==> config.mk <==
export PLATFORM = sky130hd
export DESIGN_NAME = wb_regfile
export DESIGN_NICKNAME = d
export VERILOG_FILES = /design/src/rtl/wb_regfile.sv
export SDC_FILE = /design/constraint.sdc
export NUM_CORES = 2
export LEC_CHECK = 0
export CORE_UTILIZATION = 61
export CTS_CLUSTER_SIZE = 40
export DETAILED_ROUTE_END_ITERATION = 7
export PLACE_DENSITY = 0.87
export SYNTH_ARGS = -nofsm -noshare
export SYNTH_HDL_FRONTEND = slang
export SYNTH_SLANG_ARGS = --single-unit
==> constraint.sdc <==
create_clock -name clk -period 84.7 [get_ports clk]
set_input_delay 8.47 -clock clk [delete_from_list [all_inputs] [get_ports clk]]
set_output_delay 8.47 -clock clk [all_outputs]
set_load 0.05 [all_outputs]
==> src/rtl/wb_regfile.sv <==
// Writeback stage: selects load/ALU data, commits it to the GPR file and serves two combinational read ports.
// Single-cycle commit with no backpressure. Define WB_REGFILE_BYPASS_EN for write-through reads.
module wb_regfile #(
  parameter int DATA_W     = 32,
  parameter int REG_ADDR_W = 5,
  parameter int CNT_W      = 32
) (
  input  logic                  clk,
  input  logic                  rst,
  input  logic [1:0]            WB_ctlwb,
  input  logic [DATA_W-1:0]     WB_rdata,
  input  logic [DATA_W-1:0]     WB_alu_out,
  input  logic [REG_ADDR_W-1:0] WB_rd,
  input  logic [REG_ADDR_W-1:0] ID_rs,
  input  logic [REG_ADDR_W-1:0] ID_rt,
  output logic [DATA_W-1:0]     ID_rsdata,
  output logic [DATA_W-1:0]     ID_rtdata,
  output logic                  fwd_we,
  output logic [REG_ADDR_W-1:0] fwd_rd,
  output logic [DATA_W-1:0]     fwd_data,
  output logic [CNT_W-1:0]      wb_count
);

  localparam int DEPTH = 2 ** REG_ADDR_W;

  logic [DATA_W-1:0] gpr [DEPTH];
  logic [DATA_W-1:0] wdata;
  logic              we;

  assign wdata = WB_ctlwb[0] ? WB_rdata : WB_alu_out;
  // r0 is hardwired to zero, so a RegWrite targeting it is not a commit.
  assign we    = WB_ctlwb[1] && (WB_rd != '0);

  assign fwd_we   = we;
  assign fwd_rd   = WB_rd;
  assign fwd_data = wdata;

  always_ff @(posedge clk or posedge rst) begin
    if (rst) begin
      for (int i = 0; i < DEPTH; i++) gpr[i] <= '0;
      wb_count <= '0;
    end else if (we) begin
      gpr[WB_rd] <= wdata;
      wb_count   <= wb_count + CNT_W'(1);
    end
  end

  always_comb begin
    ID_rsdata = gpr[ID_rs];
    ID_rtdata = gpr[ID_rt];
`ifdef WB_REGFILE_BYPASS_EN
    if (we && (ID_rs == WB_rd)) ID_rsdata = wdata;
    if (we && (ID_rt == WB_rd)) ID_rtdata = wdata;
`else
    // Same-cycle hazards are resolved by forwarding/stall logic outside this block.
`endif
    if (ID_rs == '0) ID_rsdata = '0;
    if (ID_rt == '0) ID_rtdata = '0;
  end

endmodule

# == After elaboration in Yosys (flattened, before gate mapping) ==
# Index checks and enable logic that the tools add are counted.
# W data, S select, Z words.
# op_classes
add_sub_neg,1
magnitude_cmp,4
muxes,12
bitwise,3
reduce_logical,5
# ops
operator,n
$bwmux W1024,1
$bmux W32 S5,2
$mux W32,8
$demux W32 S5,1
$add A32 B1 Y32 const B,1
$ge A6 B6 Y1 const B,3
$not A5 Y6,3
$logic_not A5 Y1,2
$lt A6 B1 Y1 const B,1
$reduce_bool A5 Y1,1
$logic_and A1 B1 Y1,2
# word_totals
reg_bits,1056
input_bits,83
out_inout_bits,134

# == Depth between registers and ports, before layout ==
# logic_depth
word_depth,6
mapped_depth,8
depth_no_buf,5

# == Worst setup path after synthesis ==
# No wires, ideal clock.
# synth_timing
kind,input-to-output
start,input ID_rs[0]
end,output ID_rsdata[10]
t_arrival_ns,10.757
slack_ns,65.473
stages,7
path_buffers,3
cell_sequence,buf_2 -> buf_4 -> nor2_1 -> buf_2 -> a221oi_1 -> o21ai_0 -> a311oi_1
# synth_between
elab_chain_len,5
# synth_rtl
element,line,rtl
from (decl),14,"input logic [REG_ADDR_W-1:0] ID_rs,"
$not A5 Y6 (not written as such),49,ID_rsdata = gpr[ID_rs];
$bmux W32 S5,49,
$mux W32 (not written as such) (2 in a row),49,
$mux W32 *,57,if (ID_rs == '0) ID_rsdata = '0;
to (decl),16,"output logic [DATA_W-1:0] ID_rsdata,"
# Every way passes the cells marked *; elsewhere a longest branch is shown, timed or not. The select of a mux whose other input is x is not followed.

# == Worst setup path after layout ==
# layout_timing
start,input ID_rt[2]
end,output ID_rtdata[19]
# layout_between
elab_chain_len,5
# layout_rtl
element,line,rtl
from (decl),15,"input logic [REG_ADDR_W-1:0] ID_rt,"
$not A5 Y6 (not written as such),50,ID_rtdata = gpr[ID_rt];
$bmux W32 S5,50,
$mux W32 (not written as such) (2 in a row),50,
$mux W32 *,58,if (ID_rt == '0) ID_rtdata = '0;
to (decl),17,"output logic [DATA_W-1:0] ID_rtdata,"
# Marks and branches as above.

==> impl_metrics.ini <==
[yosys]
synth_most_common_cell = dfrtp_1
ys.flop_type = dfrtp_1
yosysUniqueCellTypes = 55
async_reset_ff_frac = 1.00
synth_area_leaders = dfrtp_1, mux4_2, o21ai_0, nand2_1, a21oi_1
muxShareOfSynthArea = 0.226
yosys.area_share.adder = 0.000228
netlist_area_sq_um = 54900
post-synth-top-area-fraction = 0.482
synth_compound_area_frac = 0.141
syn-instance-count = 4924
synth_seq_cells = 1056
synth-simple-area-share = 0.0932
synth_edf_count = 0
avgSynthCellArea_sq_um = 11.1
yosysSeqAreaShare = 0.482
synth_top_family_by_area = multiplexers
yosys_warnings = 0
syn-num-nets = 5008
synth_common_cells = dfrtp_1, nand2_1, o21ai_0
synthXorXnorAreaFrac = 0.00495
yosysTopAreaCell = dfrtp_1

[sta]
slew_headroom = 0.0734
drv_slew = 0
setup_viol = 0
max_freq_mhz = 45.3
worstMarginPinSlew_ns = 1.39
finalHoldWorstSlack_ns = 0.398
fin_worst_skew_ns = 0.0173
tns_ns = 0
rsz0062_at_grt = false
finalHoldViolCount = 0
fin_crit_sh = 0.261
period_minus_slack_ns = 22.08

[power_and_ir_drop]
p_clk_frac = 0.309
netSwitchingFraction = 0.317
power_leakage_nw = 25.4
seqPwrFrac = 0.457
pwr-share-comb = 0.234
ir_drop_v = 0.0000233
power.density_nw_per_um2 = 25.2
power.switching_uw = 482
internal_power_mw = 1.04

[floorplanning]
die_h_um = 302
io_pins = 217
core_region_area_sq_um = 88800
start_util = 0.618
core.rowCount = 109
die-width_um = 302
die-area_sq_um = 91100

[run_status]
violations = design-rule violations
status = finished with violations

[cts]
cts_max_path_buffers = 3
postCtsSetupBuffers = 0
cts_tree = yes
cts_inserted_buffers = 104
hold_buffers = 0
insertion_delay_ns = 0.69
post_cts_resized = 0
htree_levels = 3
root_buffer = clkbuf_16
cts.clk_slew.worst_paths_ns = 0.06
cts_sinks = 1056

[layout]
drive_gt1_frac = 0.187
final_util = 0.680
synthToLayoutAreaGrowth_pct = 10.0
fillers = 5713
nets = 4888

[flow_run]
drv_cap = 0

[worst_setup_path]
cp-end-kind = output port
worstPathRequired_ns = 76.23
cp.arrival_ns = 13.61
crit_path_max_fanout = 113
path_class = primary input to output port
cp-start-kind = primary input

[route]
routed-via-count = 44690
drtPass1Iterations = 8
via_per_inst = 7.38
totalWireLength_mm = 178
routedWlPerCell_um = 29.5
ant_nets = 0
drtIter0Drc = 6561
drc = 30

[global_routing]
antenna_found_initial = 9
grt_pass1_wl_mm = 271
grt_pass1_vias = 45888
track_usage = 0.397
grt_max_degree = 179
overflow = 0

[worst_hold_path]
hold_class = flop to flop

[placed_design]
place.port_buffers = 216
dp_hpwl_mm = 95.2
place.gp.congestion = 0.869
[placed cells by master (no fill, tap or decap), types with 8 or more instances in the layout]
master,count
o21ai_0,567
nand3_1,15
clkbuf_8,24
clkbuf_1,21
xor2_1,16
inv_1,34
clkdlybuf4s50_1,205
nand4_1,11
a311oi_1,63
nor2b_1,64
o21ai_2,31
o2111ai_1,19
clkbuf_16,105
buf_4,101
mux2i_2,26
nand2_2,8
xnor2_1,15
dfrtp_1,1056
nor2_4,14
mux2i_1,128
mux2_2,65
a221oi_1,45
a211oi_1,64
o21ai_1,119
mux4_2,448
clkinv_2,21
a21oi_1,385
nor2_1,388
nand2_1,654
a22oi_1,64
[worst max-delay path, cell delays in order]
cell and delay [ns]:
buf_8 0.66, buf_4 0.93, buf_4 0.94, mux4_2 0.38, a22oi_1 0.11, a311oi_1 0.83, clkdlybuf4s50_1 0.96
[flip-flops by register name, indices dropped and copies added (netlist names)]
name and cells:
wb_count 32, gpr 1024
[cells by family (layout without fill, tap and decap cells)]
group / Yosys count / in the layout
and+or+nand+nor: 1221 / 1221
adders and majority gates: 1 / 1
muxes: 673 / 673
DFF: 1056 / 1056
xor gates and xnor gates: 31 / 31
AOI/OAI and AO/OA: 1361 / 1361
other: 0 / 6
buffers and inverters: 581 / 539
[layer usage]
layer,vias up,GRT usage,routed length [um]
met5,-,0.00155,117
met4,14,0.268,13900
met3,1234,0.166,29000
met2,4094,0.579,78300
met1,21683,0.486,57200
li1,17665,-,-
[cell type report]
cell class,instances,area [sq um],area share
flip-flops and latches,1056,26400,0.438
multi-input cells,3287,26000,0.430
clock buffers,150,3040,0.0503
repair buffers,318,2950,0.0489
well taps,1165,1460,0.0242
clock inverters,34,349,0.00579
inverters,37,149,0.00247
diodes,6,15.0,0.000249
[power groups by stage]
| stage | clock (mW) | sequential (mW) | combinational (mW) |
|---|---|---|---|
| global route | 0.488 | 0.705 | 0.382 |
| detailed placement | 0 | 0.696 | 0.342 |
| floorplan | 0 | 0.677 | 0.260 |
| CTS | 0.468 | 0.691 | 0.350 |
| finish | 0.470 | 0.695 | 0.357 |
| global placement | 0 | 0.686 | 0.325 |
[metrics by stage]
stage	std cells	setup slack (ns)	power (mW)	instance area [sq um]
floorplan	4924	46.51	0.937	54900
global placement	5863	63.04	1.01	56900
detailed placement	5863	63.03	1.04	56900
CTS	6047	62.96	1.51	60300
global route	6049	62.64	1.58	60300
finish	6053	62.62	1.52	60300
[final timing paths]
path	endpoint	start	depth (start not counted)	slack [ns]
max in group asynchronous	gpr[905]$_DFFE_PP0P_	rst	5	73.00
min in group asynchronous	gpr[954]$_DFFE_PP0P_	rst	2	8.31
max reg2reg	wb_count[30]$_DFFE_PP0P_	wb_count[15]$_DFFE_PP0P_	4	82.68
min reg2reg	gpr[1001]$_DFFE_PP0P_	gpr[1001]$_DFFE_PP0P_	0	0.40
max	ID_rtdata[19]	ID_rt[2]	7	62.62
min	gpr[1001]$_DFFE_PP0P_	gpr[1001]$_DFFE_PP0P_	0	0.40
Note: power is estimated with default switching activity, not from simulation.
